`config.mk`:
```
export PLATFORM = sky130hd
export DESIGN_NAME = mem_copy_engine
export DESIGN_NICKNAME = d
export VERILOG_FILES = /design/src/rtl/mem_copy_engine.sv
export SDC_FILE = /design/constraint.sdc
export NUM_CORES = 1
export LEC_CHECK = 0
export ABC_AREA = 1
export CORE_MARGIN = 5
export CORE_UTILIZATION = 56
export CTS_CLUSTER_SIZE = 12
export DETAILED_ROUTE_END_ITERATION = 8
export PLACE_DENSITY_LB_ADDON = 0.1
export SYNTH_ARGS = -nofsm -noshare
export SYNTH_HDL_FRONTEND = slang
export SYNTH_SLANG_ARGS = --single-unit
```
`constraint.sdc`:
```
create_clock -name CLK -period 13.64 [get_ports CLK]
set_clock_uncertainty 0.1 [all_clocks]
set_input_delay 2.046 -clock CLK [delete_from_list [all_inputs] [get_ports CLK]]
set_output_delay 2.046 -clock CLK [all_outputs]
set_load 0.1 [all_outputs]
```
`src/rtl/mem_copy_engine.sv`:
```
// Block-move / block-fill engine driving memory port A.
// COPY takes RD -> CAP -> WR per word; FILL writes one word per cycle.
module mem_copy_engine #(
    parameter int ADDR_W = 24,
    parameter int DATA_W = 16,
    parameter int LEN_W  = 16
) (
    input  logic              CLK,
    input  logic              RESET,
    input  logic              start,
    input  logic              mode,
    input  logic [ADDR_W-1:0] src_addr,
    input  logic [ADDR_W-1:0] dst_addr,
    input  logic [LEN_W-1:0]  length,
    input  logic [DATA_W-1:0] fill_data,
    output logic              busy,
    output logic              done,
    output logic [LEN_W-1:0]  words_done,
    output logic              write_memoryA,
    output logic [ADDR_W-1:0] memory_locationA,
    output logic [DATA_W-1:0] memory_inputA,
    input  logic [DATA_W-1:0] data_outA
);

    typedef enum logic [2:0] {
        IDLE    = 3'd0,
        RD      = 3'd1,
        CAP     = 3'd2,
        WR      = 3'd3,
        FILL_WR = 3'd4,
        DONE    = 3'd5
    } state_t;

    state_t              state_reg, state_next;
    logic [ADDR_W-1:0]   src_reg, src_next;
    logic [ADDR_W-1:0]   dst_reg, dst_next;
    logic [LEN_W-1:0]    len_reg, len_next;
    logic [DATA_W-1:0]   fill_reg, fill_next;
    logic [DATA_W-1:0]   data_reg, data_next;
    // One bit wider than length so the final increment at 2^LEN_W-1 cannot wrap.
    logic [LEN_W:0]      i_reg, i_next;
    logic [LEN_W-1:0]    words_next;
    logic                busy_next, done_next, we_next;
    logic [ADDR_W-1:0]   loc_next;
    logic [DATA_W-1:0]   wdata_next;

    always_comb begin
        state_next = state_reg;
        src_next   = src_reg;
        dst_next   = dst_reg;
        len_next   = len_reg;
        fill_next  = fill_reg;
        data_next  = data_reg;
        i_next     = i_reg;
        words_next = words_done;

        case (state_reg)
            IDLE: begin
                if (start) begin
                    src_next   = src_addr;
                    dst_next   = dst_addr;
                    len_next   = length;
                    fill_next  = fill_data;
                    i_next     = '0;
                    words_next = '0;
                    if (length == '0)
                        state_next = DONE;
                    else if (mode)
                        state_next = FILL_WR;
                    else
                        state_next = RD;
                end
            end
            RD:  state_next = CAP;
            CAP: begin
                data_next  = data_outA;
                state_next = WR;
            end
            WR, FILL_WR: begin
                i_next     = i_reg + (LEN_W+1)'(1);
                words_next = words_done + LEN_W'(1);
                if (i_next == {1'b0, len_reg})
                    state_next = DONE;
                else if (state_reg == WR)
                    state_next = RD;
                else
                    state_next = FILL_WR;
            end
            DONE:    state_next = IDLE;
            default: state_next = IDLE;
        endcase

        // Outputs are computed for the upcoming state and registered below.
        busy_next  = (state_next != IDLE);
        done_next  = (state_next == DONE);
        we_next    = (state_next == WR) || (state_next == FILL_WR);
        loc_next   = '0;
        wdata_next = '0;
        case (state_next)
            RD:      loc_next = src_next + ADDR_W'(i_next);
            WR: begin
                loc_next   = dst_next + ADDR_W'(i_next);
                wdata_next = data_next;
            end
            FILL_WR: begin
                loc_next   = dst_next + ADDR_W'(i_next);
                wdata_next = fill_next;
            end
            default: ;
        endcase
    end

    always_ff @(posedge CLK) begin
        if (RESET) begin
            state_reg        <= IDLE;
            src_reg          <= '0;
            dst_reg          <= '0;
            len_reg          <= '0;
            fill_reg         <= '0;
            data_reg         <= '0;
            i_reg            <= '0;
            words_done       <= '0;
            busy             <= 1'b0;
            done             <= 1'b0;
            write_memoryA    <= 1'b0;
            memory_locationA <= '0;
            memory_inputA    <= '0;
        end else begin
            state_reg        <= state_next;
            src_reg          <= src_next;
            dst_reg          <= dst_next;
            len_reg          <= len_next;
            fill_reg         <= fill_next;
            data_reg         <= data_next;
            i_reg            <= i_next;
            words_done       <= words_next;
            busy             <= busy_next;
            done             <= done_next;
            write_memoryA    <= we_next;
            memory_locationA <= loc_next;
            memory_inputA    <= wdata_next;
        end
    end

endmodule

```
==> After elaboration in Yosys (flattened, before gate mapping) <==
Index checks and enable logic that the tools add are counted.
{ "totals": {"reg_bits": 175, "inputBits": 100, "output_inout_bits": 59, "word_cells": 55} }
{ "classes": {"n_addsub": 4, "eq_ne": 10, "n_mux": 19, "reduce_logical": 9} }
{ "ops": {"columns": ["op", "count"], "rows": [
  ["$mux 24", 4],
  ["$mux 16", 4],
  ["$pmux 16 s2", 2],
  ["$add 24x17->24", 2],
  ["$pmux 24 s2", 1],
  ["$pmux 17 s2", 1],
  ["$add 17x1->17 const B", 1],
  ["$eq 17x16->1", 1],
  ["$mux 17", 1],
  ["$add 16x1->16 const B", 1],
  ["$logic_not 16->1", 1],
  ["$mux 3", 5],
  ["$pmux 3 s4", 1],
  ["$eq 3x2->1 const B", 3],
  ["$eq 3x3->1 const B", 3],
  ["$eq 3x1->1 const B", 2],
  ["$reduce_and 2->1", 2],
  ["$reduce_or 2->1", 2],
  ["$logic_not 3->1", 1],
  ["$reduce_bool 3->1", 1],
  ["$ne 2x2->1 const B", 1],
  ["$reduce_bool 2->1", 1],
  ["$logic_or 1x1->1", 1]
]} }

==> Logic depth before layout (Yosys ltp) <==
{ "logic_depth": {"ltp_word": 7, "mapped_depth": 41, "ltp_nobuf": 39} }

==> Least setup slack after synthesis <==
OpenSTA, ideal clock, no wires.
{ "synth_timing": {"path_kind": "in2reg", "startpoint": "input start", "endpoint": "register memory_locationA[20]", "setup_time_ns": 0.114, "t_arrival_ns": 5.486, "required_ns": 13.426, "slack_ns": 7.940, "path_stages": 25, "n_path_buf": 3, "path_cell_list": "nand2_1 > clkbuf_1 > clkbuf_1 > buf_2 > mux2i_1 > mux2i_1 > ha_1 > fa_1 > nand2_1 > inv_1 > o21ai_0 > nand2_1 > nand2_1 > nand2_1 > nand2_1 > inv_1 > o21ai_0 > nand2_1 > nand4_1 > nand2_1 > a21oi_1 > nand3b_2 > nor2_2 > a21oi_1 > nor2_1"} }
{ "synth_between": {"elab_chain_len": 5, "elab_cells_between_ends": 15, "classes_between": "add/sub: 2; eq/ne: 3; mux: 9; reduce/logical: 1"} }
{ "synth_rtl": {"columns": ["element", "line", "rtl"], "rows": [
  ["start: declaration", "10", "input logic start,"],
  ["branches (longest 4 deep; another with $add 24x17->24)", null, null],
  ["$pmux 24 s2 *", "99", "case (state_next)"],
  ["end signal: assignment", "140", "memory_locationA <= loc_next;"],
  ["end: declaration", "20", "output logic [ADDR_W-1:0] memory_locationA,"]
]} }
Mark *: on every way between the ends.
A chain may end at the register's enable or synchronous reset.

==> Final worst setup path <==
{ "layout_timing": {"startpoint": "input start", "endpoint": "register memory_locationA[14]"} }
Same word-level chain as after synthesis.

==> run summary <==
Core ar.: 13,770 µm²
Clk pin slew, worst setup/hold paths: 0.06 ns
slowest cell delay on critical path: 0.44 ns
sequential-to-total area share from yosys stat: 40.76%
Rows: 43
final worst path period need: 6.251 ns
Post-Route WL: 19,910 µm
placed cell area: 9489 µm²
clock power share: 32.9%
Initial Utilization: 56.70%
RSZ-0062 raised after global routing: no
die footprint: 16,410 µm²
CP Data Arrival Time: 6.45 ns
most frequent cells in the layout: nand2_1, dfxtp_1, clkdlybuf4s50_1, nor2_1, inv_1
# diodes: 0
clock latency at the later pin of the worst-skew pair: 0.42 ns
critical path's slowest cell: clkdlybuf4s50_1
Distinct cells, synth: 45
status: finished, final reports clean
CTS max path bufs: 2
Post-Syn Area: 7809 µm²
Seq pwr share: 38.2%
share of post-route cells with drive strength above 1: 8.017%
antenna viol nets, final: 0
Seq cells post-synth: 159
root buf cell: clkbuf_16
drc violations: 0
XOR/XNOR share of the synthesized area: 1.570%
Slew Viols, Final: 0
CP required: 13.84 ns
Setup TNS Final: 0 ns
H-tree levels: 4
cell count after synthesis: 1,054
Compound-Gate Fraction of Synth Area: 11.20%
Syn Area/Cell: 7.409 µm²
Synth async-reset ratio: 0%
antenna violations before repair: 0
DR pass1 iterations: 5
final setup vio count: 0
Placed Instances: 1,359
total congestion overflow: 0
Simple-Gate Fraction of Synth Area: 28.79%
Post-CTS Setup Bufs: 0
Final Hold Viols: 0
achievable frequency: 160.0 MHz
Total Power: 1.359 mW
Ports: 159
Worst Hold Class: reg -> reg
global-route wire length before repair: 31,730 µm
post-route cell area: 10,040 µm²
Ys Warns: 0
Switching Fraction: 34.04%
Post-CTS Resized: 0
Worst Tran Pin Value: 1.057 ns
Vias/cell: 5.209
via count: 7,241
Final Net Count: 1,318
Iter 0 DRT Violations: 337
Final Cycle Share: 45.82%
largest family of logic cells by synthesized area: simple AND/OR/NAND/NOR gates
GRT Util Overall: 24.21%
Comb power frac: 29.0%
maxcap violations: 0
number of global-route vias before repair: 6,927
CP Max Fanout: 51
commonest non-fill, non-tap cell in the layout: nand2_1
Worst Setup Path Type: in -> reg
Post-synth EDFFs: 0
leakage: 4.436 nW
total CTS buffers: 17
die height: 128.1 µm
syn nets: 1,174
pwr dens: 135.4 nW/µm²
DIE WIDTH: 128.1 µm
sw power: 0.4626 mW
Detailed Place HPWL: 14,600 µm
startpoint types: primary input
Port Buffers: 158
Layout Cells excl Fill: 1,390
Post-synth top flop: dfxtp_1
CP Capture Type: flop
Max-slew headroom: 29.33%
Num Clock Sinks: 159
synthesis-to-layout area growth: 28.57%
Max IR drop VDD: 89.49 µV
Worst path most repeated cell: nand2_1
CTS Hold Bufs: 0
largest net degree at the start of global routing: 69
Pint: 0.8962 mW
area share of fa/ha/maj cells after synthesis: 3.301%
CTS tree: yes
mux share of post-synthesis cell area: 7.307%
GPL Wtd Cong: 0.9371
Avg WL per Cell: 14.32 µm
## per-layer routing
metal,wire length [µm],up-vias,GRT usage [%],share of wire [%]
met4,682,0,10.80,3.4
li1,-,3698,-,-
met2,9574,208,40.79,48
met1,8250,3282,28.09,41
met5,0,-,0,0
met3,1402,53,7.792,7.0
## layout make-up
cell class	count	area [µm²]
multi-input cells	756	4085
fillers	1117	3734
flip-flops and latches	159	3183
repair buffers	163	1617
clock buffers	22	464.2
inverters	101	379.1
well taps	180	225.2
clock inverters	9	86.33
## cell families after synthesis
group                      Yosys count
xor gates and xnor gates            14
AOI/OAI and AO/OA                  158
adders and majority gates           20
DFF                                159
buffers and inverters              139
and+or+nand+nor                    507
muxes                               57
## critical path: cells and delay by family
kind,cells,cell delay (ns)
and+or+nand+nor,18,2.21
xor gates and xnor gates,1,0.15
AOI/OAI and AO/OA,3,0.47
buffers and inverters,5,0.74
adders and majority gates,2,0.66
muxes,1,0.14
## Yosys cell counts, types with 3 or more instances
cell type	number	area [µm²]
buf_2	3	15.01
mux2i_1	57	570.6
or2_2	27	168.9
nand3_1	48	240.2
nor4_1	4	25.02
inv_2	5	18.77
nand2_2	9	56.30
xnor2_1	5	43.79
nor2_1	148	555.5
inv_1	95	356.6
nor3_1	9	45.04
o21ai_0	47	235.2
clkbuf_1	30	112.6
nand2_1	226	848.3
dfxtp_1	159	3183
nand4_1	9	56.30
nor2_2	6	37.54
o21bai_1	3	22.52
nand3b_1	7	52.55
xor2_1	9	78.83
nor2_4	3	33.78
o21a_1	16	120.1
a31oi_1	5	31.28
buf_6	3	33.78
a21oi_1	77	385.4
nand2_4	3	33.78
ha_1	19	237.7
## power by group through the flow
stage	Sequential, mW	Clock, mW	Combinational (mW)
final	0.518	0.447	0.394
after global placement	0.527	0	0.388
after global routing	0.522	0.473	0.427
after detailed placement	0.528	0	0.392
after CTS	0.519	0.451	0.395
after floorplan	0.619	0	0.198
## metrics by stage
stage / worst slack (ns) / hold WS, ns / util (%)
after floorplan: 7.940 / 0.3443 / -
after global placement: 7.090 / 0.3613 / 68.90
after detailed placement: 7.013 / 0.3669 / 68.90
after CTS: 7.416 / 0.3762 / 72.89
after global routing: 6.834 / 0.4054 / 72.89
final: 7.389 / 0.3735 / 72.89
## worst paths after layout
path,startpoint,end,slack (ns),cells past startpoint
max,start,memory_locationA[14]$_SDFF_PP0_,7.39,30
min,len_reg[3]$_SDFFE_PP0P_,len_reg[3]$_SDFFE_PP0P_,0.37,2
max reg2reg,i_reg[0]$_SDFF_PP0_,memory_locationA[14]$_SDFF_PP0_,8.42,37
min reg2reg,len_reg[3]$_SDFFE_PP0P_,len_reg[3]$_SDFFE_PP0P_,0.37,2
No activity file was read; power rests on OpenSTA's default activity.
